==> src/rtl/instr_encoder_if.sv <==
// Bus between instr_encoder and its environment: the field-tuple handshake from the
// loader and the instruction-memory write port. slave = encoder side, master = loader/memory side.
interface instr_encoder_if #(
    parameter int unsigned ADDR_W = 10
);
    logic              in_valid;
    logic              in_ready;
    logic [1:0]        in_fmt;
    logic [3:0]        in_op;
    logic [3:0]        in_rd;
    logic [3:0]        in_rs;
    logic [3:0]        in_func;
    logic [3:0]        in_rt;
    logic [15:0]       in_imm;
    logic [19:0]       in_offs;

    logic              mem_we;
    logic [ADDR_W-1:0] mem_addr;
    logic [31:0]       mem_wdata;
    logic              mem_ack;

    modport slave (
        input  in_valid, in_fmt, in_op, in_rd, in_rs, in_func, in_rt, in_imm, in_offs,
        output in_ready,
        output mem_we, mem_addr, mem_wdata,
        input  mem_ack
    );

    modport master (
        output in_valid, in_fmt, in_op, in_rd, in_rs, in_func, in_rt, in_imm, in_offs,
        input  in_ready,
        input  mem_we, mem_addr, mem_wdata,
        output mem_ack
    );
endinterface

==> src/rtl/instr_encoder.sv <==
// Packs R/I/J instruction fields into 32-bit words and streams them to instruction memory
// through a small FIFO at auto-incrementing addresses. Optional trace output: ENC_TRACE_EN.
module instr_encoder #(
    parameter int unsigned       FIFO_DEPTH = 4,
    parameter int unsigned       ADDR_W     = 10,
    parameter logic [ADDR_W-1:0] BASE_ADDR  = '0
) (
    input  logic              clk,
    input  logic              rst_async,
    instr_encoder_if.slave    bus,
    input  logic              load_en,
    input  logic [ADDR_W-1:0] load_addr,
    output logic              busy,
    output logic              wrapped,
    output logic              err_fmt,
    input  logic              err_clr
);
    localparam int unsigned WORD_W = 32;
    localparam int unsigned PTR_W  = (FIFO_DEPTH > 1) ? $clog2(FIFO_DEPTH) : 1;
    localparam int unsigned CNT_W  = PTR_W + 1;

    localparam logic [1:0] FMT_R   = 2'd0;
    localparam logic [1:0] FMT_I   = 2'd1;
    localparam logic [1:0] FMT_J   = 2'd2;
    localparam logic [1:0] FMT_ILL = 2'd3;

    generate
        if ((FIFO_DEPTH < 2) || ((FIFO_DEPTH & (FIFO_DEPTH - 1)) != 0)) begin : g_bad_depth
            $error("instr_encoder: FIFO_DEPTH must be a power of two and at least 2");
        end
    endgenerate

    logic [WORD_W-1:0] fifo_mem [FIFO_DEPTH];
    logic [PTR_W-1:0]  wr_ptr_q, wr_ptr_d;
    logic [PTR_W-1:0]  rd_ptr_q, rd_ptr_d;
    logic [CNT_W-1:0]  count_q, count_d;

    logic              mem_we_q, mem_we_d;
    logic [ADDR_W-1:0] mem_addr_q, mem_addr_d;
    logic [WORD_W-1:0] mem_wdata_q, mem_wdata_d;
    logic [ADDR_W-1:0] addr_q, addr_d;
    logic              wrapped_q, wrapped_d;
    logic              err_q, err_d;
    logic              in_ready_q, in_ready_d;
    logic              busy_q, busy_d;

    logic [WORD_W-1:0] packed_c;
    logic              accept_c;
    logic              illegal_c;
    logic              push_c;
    logic              pop_c;

    // Field packing; bits not owned by the format stay zero.
    always_comb begin
        packed_c = '0;
        case (bus.in_fmt)
            FMT_R:   packed_c = {bus.in_op, bus.in_rd, bus.in_rs, bus.in_func, 12'h000, bus.in_rt};
            FMT_I:   packed_c = {bus.in_op, bus.in_rd, bus.in_rs, bus.in_func, bus.in_imm};
            FMT_J:   packed_c = {bus.in_op, bus.in_rd, bus.in_rs, bus.in_offs};
            default: packed_c = '0;
        endcase
    end

    assign accept_c  = bus.in_valid && in_ready_q;
    assign illegal_c = accept_c && (bus.in_fmt == FMT_ILL);
    assign push_c    = accept_c && (bus.in_fmt != FMT_ILL);
    // The holding register refills whenever it is empty or its word is being acked.
    assign pop_c     = (count_q != '0) && (!mem_we_q || bus.mem_ack);

    always_comb begin
        wr_ptr_d    = wr_ptr_q;
        rd_ptr_d    = rd_ptr_q;
        count_d     = count_q;
        mem_we_d    = mem_we_q;
        mem_addr_d  = mem_addr_q;
        mem_wdata_d = mem_wdata_q;
        addr_d      = addr_q;
        wrapped_d   = 1'b0;
        err_d       = err_q;

        if (push_c) begin
            wr_ptr_d = wr_ptr_q + PTR_W'(1);
        end
        if (pop_c) begin
            rd_ptr_d = rd_ptr_q + PTR_W'(1);
        end
        count_d = count_q + CNT_W'(push_c) - CNT_W'(pop_c);

        if (pop_c) begin
            mem_we_d    = 1'b1;
            mem_wdata_d = fifo_mem[rd_ptr_q];
            mem_addr_d  = addr_q;
            addr_d      = addr_q + ADDR_W'(1);
            wrapped_d   = (addr_q == '1);
        end else if (bus.mem_ack) begin
            mem_we_d = 1'b0;
        end

        // A loaded address replaces the increment; the word taken this cycle keeps the old one.
        if (load_en) begin
            addr_d    = load_addr;
            wrapped_d = 1'b0;
        end

        if (illegal_c) begin
            err_d = 1'b1;
        end else if (err_clr) begin
            err_d = 1'b0;
        end

        in_ready_d = (count_d != CNT_W'(FIFO_DEPTH));
        busy_d     = (count_d != '0) || mem_we_d;
    end

    always_ff @(posedge clk) begin
        if (push_c) begin
            fifo_mem[wr_ptr_q] <= packed_c;
        end
    end

    always_ff @(posedge clk or posedge rst_async) begin
        if (rst_async) begin
            wr_ptr_q    <= '0;
            rd_ptr_q    <= '0;
            count_q     <= '0;
            mem_we_q    <= 1'b0;
            mem_addr_q  <= '0;
            mem_wdata_q <= '0;
            addr_q      <= BASE_ADDR;
            wrapped_q   <= 1'b0;
            err_q       <= 1'b0;
            in_ready_q  <= 1'b1;
            busy_q      <= 1'b0;
        end else begin
            wr_ptr_q    <= wr_ptr_d;
            rd_ptr_q    <= rd_ptr_d;
            count_q     <= count_d;
            mem_we_q    <= mem_we_d;
            mem_addr_q  <= mem_addr_d;
            mem_wdata_q <= mem_wdata_d;
            addr_q      <= addr_d;
            wrapped_q   <= wrapped_d;
            err_q       <= err_d;
            in_ready_q  <= in_ready_d;
            busy_q      <= busy_d;
        end
    end

    assign bus.in_ready  = in_ready_q;
    assign bus.mem_we    = mem_we_q;
    assign bus.mem_addr  = mem_addr_q;
    assign bus.mem_wdata = mem_wdata_q;
    assign busy          = busy_q;
    assign wrapped       = wrapped_q;
    assign err_fmt       = err_q;

`ifdef ENC_TRACE_EN
    always @(posedge clk) begin
        if (!rst_async && mem_we_q && bus.mem_ack) begin
            $display("ENCODER addr=%h data=%h op=%h rd=%h rs=%h",
                     mem_addr_q, mem_wdata_q, mem_wdata_q[31:28], mem_wdata_q[27:24],
                     mem_wdata_q[23:20]);
        end
        if (!rst_async && illegal_c) begin
            $display("ENCODER warning: illegal format tuple dropped op=%h rd=%h", bus.in_op, bus.in_rd);
        end
    end
`endif

endmodule

==> src/flat_wrapper.sv <==
// flat-port wrapper written by rule: the top's interface ports become plain ports
module instr_encoder_flat 
#(
    parameter int unsigned       FIFO_DEPTH = 4,
    parameter int unsigned       ADDR_W     = 10,
    parameter logic [ADDR_W-1:0] BASE_ADDR  = '0
)
  (clk, rst_async, load_en, load_addr, busy, wrapped, err_fmt, err_clr, bus_in_valid, bus_in_fmt, bus_in_op, bus_in_rd, bus_in_rs, bus_in_func, bus_in_rt, bus_in_imm, bus_in_offs, bus_in_ready, bus_mem_we, bus_mem_addr, bus_mem_wdata, bus_mem_ack);
  instr_encoder_if #(.ADDR_W(ADDR_W)) bus_i ();
  input  logic clk;
  input  logic rst_async;
  input  logic load_en;
  input  logic [ADDR_W-1:0] load_addr;
  output logic busy;
  output logic wrapped;
  output logic err_fmt;
  input  logic err_clr;
  input wire logic [$bits(bus_i.in_valid)-1:0] bus_in_valid;
  input wire logic [$bits(bus_i.in_fmt)-1:0] bus_in_fmt;
  input wire logic [$bits(bus_i.in_op)-1:0] bus_in_op;
  input wire logic [$bits(bus_i.in_rd)-1:0] bus_in_rd;
  input wire logic [$bits(bus_i.in_rs)-1:0] bus_in_rs;
  input wire logic [$bits(bus_i.in_func)-1:0] bus_in_func;
  input wire logic [$bits(bus_i.in_rt)-1:0] bus_in_rt;
  input wire logic [$bits(bus_i.in_imm)-1:0] bus_in_imm;
  input wire logic [$bits(bus_i.in_offs)-1:0] bus_in_offs;
  output wire logic [$bits(bus_i.in_ready)-1:0] bus_in_ready;
  output wire logic [$bits(bus_i.mem_we)-1:0] bus_mem_we;
  output wire logic [$bits(bus_i.mem_addr)-1:0] bus_mem_addr;
  output wire logic [$bits(bus_i.mem_wdata)-1:0] bus_mem_wdata;
  input wire logic [$bits(bus_i.mem_ack)-1:0] bus_mem_ack;
  assign bus_i.in_valid = bus_in_valid;
  assign bus_i.in_fmt = bus_in_fmt;
  assign bus_i.in_op = bus_in_op;
  assign bus_i.in_rd = bus_in_rd;
  assign bus_i.in_rs = bus_in_rs;
  assign bus_i.in_func = bus_in_func;
  assign bus_i.in_rt = bus_in_rt;
  assign bus_i.in_imm = bus_in_imm;
  assign bus_i.in_offs = bus_in_offs;
  assign bus_in_ready = bus_i.in_ready;
  assign bus_mem_we = bus_i.mem_we;
  assign bus_mem_addr = bus_i.mem_addr;
  assign bus_mem_wdata = bus_i.mem_wdata;
  assign bus_i.mem_ack = bus_mem_ack;
  instr_encoder #(.FIFO_DEPTH(FIFO_DEPTH), .ADDR_W(ADDR_W), .BASE_ADDR(BASE_ADDR)) u_core (.clk(clk), .rst_async(rst_async), .bus(bus_i), .load_en(load_en), .load_addr(load_addr), .busy(busy), .wrapped(wrapped), .err_fmt(err_fmt), .err_clr(err_clr));
endmodule
==> config.mk <==
export PLATFORM = sky130hd
export DESIGN_NAME = instr_encoder_flat
export DESIGN_NICKNAME = d
export VERILOG_FILES = /design/src/rtl/instr_encoder_if.sv /design/src/rtl/instr_encoder.sv /design/src/flat_wrapper.sv
export SDC_FILE = /design/constraint.sdc
export NUM_CORES = 1
export LEC_CHECK = 0
export ABC_AREA = 1
export CAP_MARGIN = 0
export CORE_MARGIN = 5
export CORE_UTILIZATION = 55
export CTS_BUF_LIST = sky130_fd_sc_hd__clkbuf_4 sky130_fd_sc_hd__clkbuf_8
export DETAILED_ROUTE_END_ITERATION = 12
export PLACE_DENSITY = 0.81
export SYNTH_ARGS = -nofsm -noshare
export SYNTH_HDL_FRONTEND = slang
export SYNTH_SLANG_ARGS = --single-unit
==> constraint.sdc <==
create_clock -name clk -period 2.95 [get_ports clk]
set_input_delay 0.59 -clock clk [delete_from_list [all_inputs] [get_ports clk]]
set_output_delay 0.59 -clock clk [all_outputs]
set_load 0.03 [all_outputs]
==> impl_metrics.env, run 1 <==
export IMPL_cp_data_arrival_time_ps=1700
export IMPL_buffer_ports_inserted=120
export IMPL_htree_levels=4
export IMPL_hold_viol=0
export IMPL_run_status="completed"
export IMPL_die_area_um2=17310
export IMPL_synthToLayoutAreaGrowth_pct=22.84
export IMPL_die_height_um=131.6
export IMPL_max_slew_worst_pin_slew_ps=948.6
export IMPL_final_critical_path_setup_slack_ps=658.8
export IMPL_clockBufferDepth=2
export IMPL_timing_critical_path_required_ps=2360
export IMPL_clock_latency_ps=470
export IMPL_final_net_count=978
export IMPL_max_cap_viol_count=0
export IMPL_worst_path_dominant_cell_family="buffers and inverters"
export IMPL_timing_critical_path_buf_inv=1
export IMPL_cts_reportedPaths_clkPinSlew_ps=100
export IMPL_post_route_cells_drive_above_1_share_pct=7.701
export IMPL_crit_type="reg -> out"
export IMPL_dp_worst_setup_slack_ps=254.2
export IMPL_synth_lib_cells_used_distinct=27
export IMPL_synth_ff_latch_count=192
export IMPL_drc=0
export IMPL_finalCritPeriodShare_pct=77.67
export IMPL_route_final_wire_length_um=17340
export IMPL_synth_seq_area_share_pct=67.01
export IMPL_worstReg2RegEnd="u_core.busy$_DFF_PP0_"
export IMPL_cts_setup_buffers=0
export IMPL_kind_of_capture_point_of_the_worst_setup_path="primary output"
export IMPL_crit_chain="clkdlybuf4s50_1"
export IMPL_antenna_found_initial=0
export IMPL_start_util_pct=55.92
export IMPL_diodes=0
export IMPL_vias_per_cell=5.300
export IMPL_drt_pass1_iter_count=5
export IMPL_grt_setup_unrepaired="false"
export IMPL_io_pins=121
export IMPL_final_setup_violation_count=0
export IMPL_worst_setup_path_start_kind="register"
export IMPL_hold_path_class="in -> async"
export IMPL_fp_dieW_um=131.6
export IMPL_root_buffer="sky130_fd_sc_hd__clkbuf_8"
export IMPL_r2r_slack_ps=810
export IMPL_crit_path_max_incr_delay_ps=670
export IMPL_leakagePower_nw=4.069
export IMPL_detail_route_iter0_violations=513
export IMPL_drtAntennaViolNets=0
export IMPL_vdd_ir_drop_max_v=0.0006630
export IMPL_report_final_slew_viol_count=0
export IMPL_place_hpwl_um=11160
export IMPL_total_power_mw=9.347
export IMPL_grt_pass1_wl_um=28720
export IMPL_path_max_fanout=3
export IMPL_post_synth_inst_count=777
export IMPL_grt_total_usage_pct=20.61
export IMPL_route_detailed_wl_per_inst_um=15.86
export IMPL_syn_area_um2=8128
export IMPL_synth_avg_cell_area_um2=10.46
export IMPL_core_area_um2=14530
export IMPL_cts_made_buffers=17
export IMPL_achievable_frequency_ghz=0.4365
export IMPL_timing_critical_path_slowest_stage_cell="sky130_fd_sc_hd__clkdlybuf4s50_1"
export IMPL_grt_pass1_vias=5847
export IMPL_worst_r2r_startpoint="u_core.count_q[1]$_DFF_PP0_"
export IMPL_relSlewSlack_pct=36.67
export IMPL_ff2ff_path_depth=12
export IMPL_clock_tree_from_tritoncts="yes"
export IMPL_post_route_min_period_ps=2291
export IMPL_setup_tns_ps=0
export IMPL_powerDensity_nw_per_um2=936.2
export IMPL_cts_resized=0
export IMPL_placementRows=44
export IMPL_routabilityCongestion=0.7514
export IMPL_cts_hold_buffers_added=0
export IMPL_synth_fp_nets=859
export IMPL_grt_max_degree=66
export IMPL_timing_clock_skew_ps=10.51
export IMPL_yosysWarnings=0
export IMPL_cts_sink_count=192
export IMPL_detailroute_via_count=5793
export IMPL_grt_overflow_total=0
-- stage by stage --
step                      util, %  area, um^2  hold slack, ps  cells
after floorplan                 -        8128           461.6    777
after global placement      65.57        9530           463.3   1061
after detailed placement    65.57        9530           466.0   1061
after CTS                   68.70        9985           357.1   1093
after global routing        68.70        9985           375.8   1093
final                       68.70        9985           369.3   1093
-- layer usage --
layer  track usage [%]  part of all wire (%)
met1             24.53                    40
met3             4.358                   6.3
met4             9.543                   2.8
met5                 0                     0
met2             35.89                    51
-- worst max path at each step --
stage,to,cells past startpoint,slack (ps),start
finish,bus_in_ready,1,660,u_core.bus.in_ready$_DFF_PP1_
floorplan,u_core.fifo_mem[0][0]$_DFFE_PP_,4,200,bus_in_fmt[1]
global placement,u_core.busy$_DFF_PP0_,13,300,bus_mem_ack
detailed placement,u_core.busy$_DFF_PP0_,13,250,bus_mem_ack
global route,u_core.busy$_DFF_PP0_,13,560,bus_mem_ack
CTS,bus_in_ready,1,620,u_core.bus.in_ready$_DFF_PP1_
-- placed cells by master (no fill, tap or decap), drive strengths merged, types with 4 or more instances in the layout --
cell,instances
nand2,156
edfxtp,128
o21ai,127
nor2,124
clkdlybuf4s50,120
inv,70
dfrtp,63
nand3,49
clkbuf,18
buf,18
ha,7
clkinv,7
bufinv,5
xor2,4
o211ai,4
-- kinds of logic after synthesis --
group / share of synthesized area, %
compound gates: 8.805
xor+xnor: 0.4310
fa+ha+maj: 1.324
buf+inv: 6.050
flops: 67.01
simple gates: 16.38
-- power by group --
part | internal (mW) | switching [mW]
clock | 1.02 | 0.899
combinational | 1.28 | 2.30
sequential | 3.56 | 0.294
-- cell usage after synthesis (all sizes together) --
cell type  instances  area share, %
nand2            156            7.2
edfxtp           128             47
o21ai            127            8.1
nor2             124            5.8
inv               68            3.1
dfrtp             63             19
nand3             49            3.0
buf               28            2.4
clkbuf            10           0.49
ha                 7            1.1
o211ai             4           0.62
xor2               4           0.43
nand4              3           0.23
a22oi              1          0.092
clkinv             1          0.046
dfstp              1           0.32
fa                 1           0.25
nor3               1          0.062
or2                1          0.077
-- final cells by class --
| class | instances | area [um^2] |
|---|---|---|
| Clock buffer | 18 | 241.5 |
| Clock inverter | 14 | 212.7 |
| Fill cell | 1058 | 4549 |
| Inverter | 69 | 259.0 |
| Multi-Input combinational cell | 478 | 2220 |
| Sequential cell | 192 | 5448 |
| Tap cell | 184 | 230.2 |
| Timing Repair Buffer | 138 | 1374 |
-- registers in the layout (all words and copies together), names as in the netlist --
register,cells
u_core.bus.mem_we,1
u_core.count_q,3
u_core.wrapped,1
u_core.rd_ptr_q,2
u_core.bus.mem_addr,10
u_core.addr_q,10
u_core.busy,1
u_core.wr_ptr_q,2
u_core.bus.in_ready,1
u_core.bus.mem_wdata,32
u_core.err_fmt,1
u_core.fifo_mem,128
No activity file was read; power rests on OpenSTA's default activity.
==> run 2, diff against run 1 <==
clock period = 2.3 ns   (was 2.95 ns; I/O delays follow)
==> run 2 against run 1 <==
Clock-buffer cell count grew 5. First-iteration DRC count increased by 28%. Clock power is 44% higher. Cell count up 1.0%. Power increased by 34%. Register-to-register slack got worse by 660 ps. Worst hold slack worse by 82 ps. Sequential power up 29%. Largest cell class unchanged.
==> impl_metrics.env, run 2 (same netlist as run 1, synthesis figures left out) <==
export IMPL_run_status="completed"
export IMPL_grt_overflow_total=0
export IMPL_antenna_found_initial=0
export IMPL_path_max_fanout=4
export IMPL_layout_common_cells="sky130_fd_sc_hd__nand2_1 (155), sky130_fd_sc_hd__edfxtp_1 (128), sky130_fd_sc_hd__clkdlybuf4s50_1 (120)"
export IMPL_vias_per_cell=5.347
export IMPL_worst_r2r_startpoint="u_core.count_q[1]$_DFF_PP0_"
export IMPL_powerDensity_nw_per_um2=1221
export IMPL_route_final_wire_length_um=17890
export IMPL_number_of_filler_cells_placed_in_the_layout=1008
export IMPL_drt_pass1_iter_count=5
export IMPL_vdd_ir_drop_max_v=0.0006544
export IMPL_achievable_frequency_ghz=0.4647
export IMPL_htree_levels=4
export IMPL_timing_critical_path_required_ps=2700
export IMPL_cts_made_buffers=17
export IMPL_detail_route_iter0_violations=656
export IMPL_hold_path_class="in -> async"
export IMPL_max_cap_viol_count=0
export IMPL_grt_max_degree=66
export IMPL_cts_sink_count=192
export IMPL_place_hpwl_um=11780
export IMPL_dpl_cell_count=1072
export IMPL_worstReg2RegEnd="u_core.busy$_DFF_PP0_"
export IMPL_detailroute_via_count=5903
export IMPL_final_setup_violation_count=0
export IMPL_buffer_ports_inserted=120
export IMPL_hold_viol=0
export IMPL_final_net_count=989
export IMPL_io_pins=121
export IMPL_setup_tns_ps=0
export IMPL_root_buffer="sky130_fd_sc_hd__clkbuf_8"
export IMPL_met2WireLength_um=9340
export IMPL_cp_data_arrival_time_ps=2550
export IMPL_placementRows=44
export IMPL_crit_type="reg -> reg"
export IMPL_r2r_slack_ps=150
export IMPL_hold_worst_slack_ps=286.9
export IMPL_report_final_slew_viol_count=0
export IMPL_clock_tree_from_tritoncts="yes"
export IMPL_synthToLayoutAreaGrowth_pct=26.08
export IMPL_cts_setup_buffers=0
export IMPL_largest_register_ff_count=128
export IMPL_drc=0
export IMPL_grt_pass1_vias=6083
export IMPL_drt_met1_wl_um=6944
export IMPL_start_util_pct=55.92
export IMPL_route_detailed_wl_per_inst_um=16.20
export IMPL_worst_setup_path_start_kind="register"
export IMPL_core_area_um2=14530
export IMPL_die_height_um=131.6
export IMPL_timing_clock_skew_ps=11.19
export IMPL_clockBufferDepth=2
export IMPL_met3_wirelength_um=1053
export IMPL_ff2ff_path_depth=12
export IMPL_leakagePower_nw=4.188
export IMPL_drtAntennaViolNets=0
export IMPL_kind_of_capture_point_of_the_worst_setup_path="register"
export IMPL_relSlewSlack_pct=54.73
export IMPL_grt_total_usage_pct=21.27
export IMPL_routabilityCongestion=0.7497
export IMPL_grt_setup_unrepaired="false"
export IMPL_cts_reportedPaths_clkPinSlew_ps=90
export IMPL_max_slew_worst_pin_slew_ps=679.0
export IMPL_post_route_min_period_ps=2152
export IMPL_post_route_cells_drive_above_1_share_pct=9.457
export IMPL_clock_latency_ps=460
export IMPL_diodes=0
export IMPL_grt_pass1_wl_um=29650
export IMPL_die_area_um2=17310
export IMPL_fp_dieW_um=131.6
export IMPL_layout_commonest_cell="sky130_fd_sc_hd__nand2_1"
export IMPL_fin_util_pct=70.51
export IMPL_finalCritPeriodShare_pct=93.57
export IMPL_dr_max_layer_used="met4"
export IMPL_largest_register="u_core.fifo_mem"
export IMPL_finish_cell_count_without_fillers=1104
run 2: final cells by class:
cell class / count / area (um^2) / area share, %
flip-flops and latches: 192 / 5449 / 53.17
well taps: 184 / 230.2 / 2.247
clock buffers: 23 / 304.0 / 2.967
clock inverters: 9 / 226.5 / 2.210
repair buffers: 149 / 1544 / 15.07
multi-input cells: 478 / 2232 / 21.78
inverters: 69 / 261.5 / 2.552
run 2: routing by layer:
metal / vias up / track usage, %
met3: 41 / 4.396
met4: 0 / 9.486
met1: 2791 / 25.30
met2: 228 / 37.30
met5: - / 0
li1: 2843 / -
run 2: worst max path at each step:
stage	endpoint	slack, ps	cells past startpoint	start
5_1_grt	u_core.busy$_DFF_PP0_	30	12	u_core.count_q[2]$_DFF_PP0_
3_5_place_dp	u_core.busy$_DFF_PP0_	-260	13	bus_mem_ack
4_1_cts	u_core.busy$_DFF_PP0_	100	12	u_core.count_q[1]$_DFF_PP0_
6_report	u_core.busy$_DFF_PP0_	150	12	u_core.count_q[1]$_DFF_PP0_
3_3_place_gp	u_core.busy$_DFF_PP0_	-220	13	bus_mem_ack
2_1_floorplan	u_core.fifo_mem[0][0]$_DFFE_PP_	-340	2	u_core.bus.in_ready$_DFF_PP1_
run 2: what timing repair did:
action                     CTS  global route
setup endpoints to repair    0             2
resized for setup            0             2
hold buffers                 0             0
run 2: critical path, cell delays in order (launching register included):
cell,delay (ps)
sky130_fd_sc_hd__dfrtp_1,380
sky130_fd_sc_hd__inv_2,120
sky130_fd_sc_hd__nand3_2,110
sky130_fd_sc_hd__nand2_4,100
sky130_fd_sc_hd__inv_4,30
sky130_fd_sc_hd__ha_1,260
sky130_fd_sc_hd__inv_1,30
sky130_fd_sc_hd__ha_1,180
sky130_fd_sc_hd__fa_2,340
sky130_fd_sc_hd__xor2_1,180
sky130_fd_sc_hd__xor2_1,250
sky130_fd_sc_hd__inv_1,60
sky130_fd_sc_hd__nand2_1,50
run 2: through the flow:
step / worst slack [ps] / power (mW) / area, um^2
3_3_place_gp: -222.6 / 9.609 / 9709
6_report: 147.8 / 12.51 / 10250
2_1_floorplan: -341.8 / 8.039 / 8137
4_1_cts: 95.10 / 12.56 / 10240
5_1_grt: 32.92 / 13.28 / 10250
3_5_place_dp: -261.2 / 9.801 / 9709
run 2: power breakdown:
group	internal, mW	switching (mW)
clock network	1.66	1.11
registers	4.56	0.385
logic	1.77	3.03
total	7.98	4.53
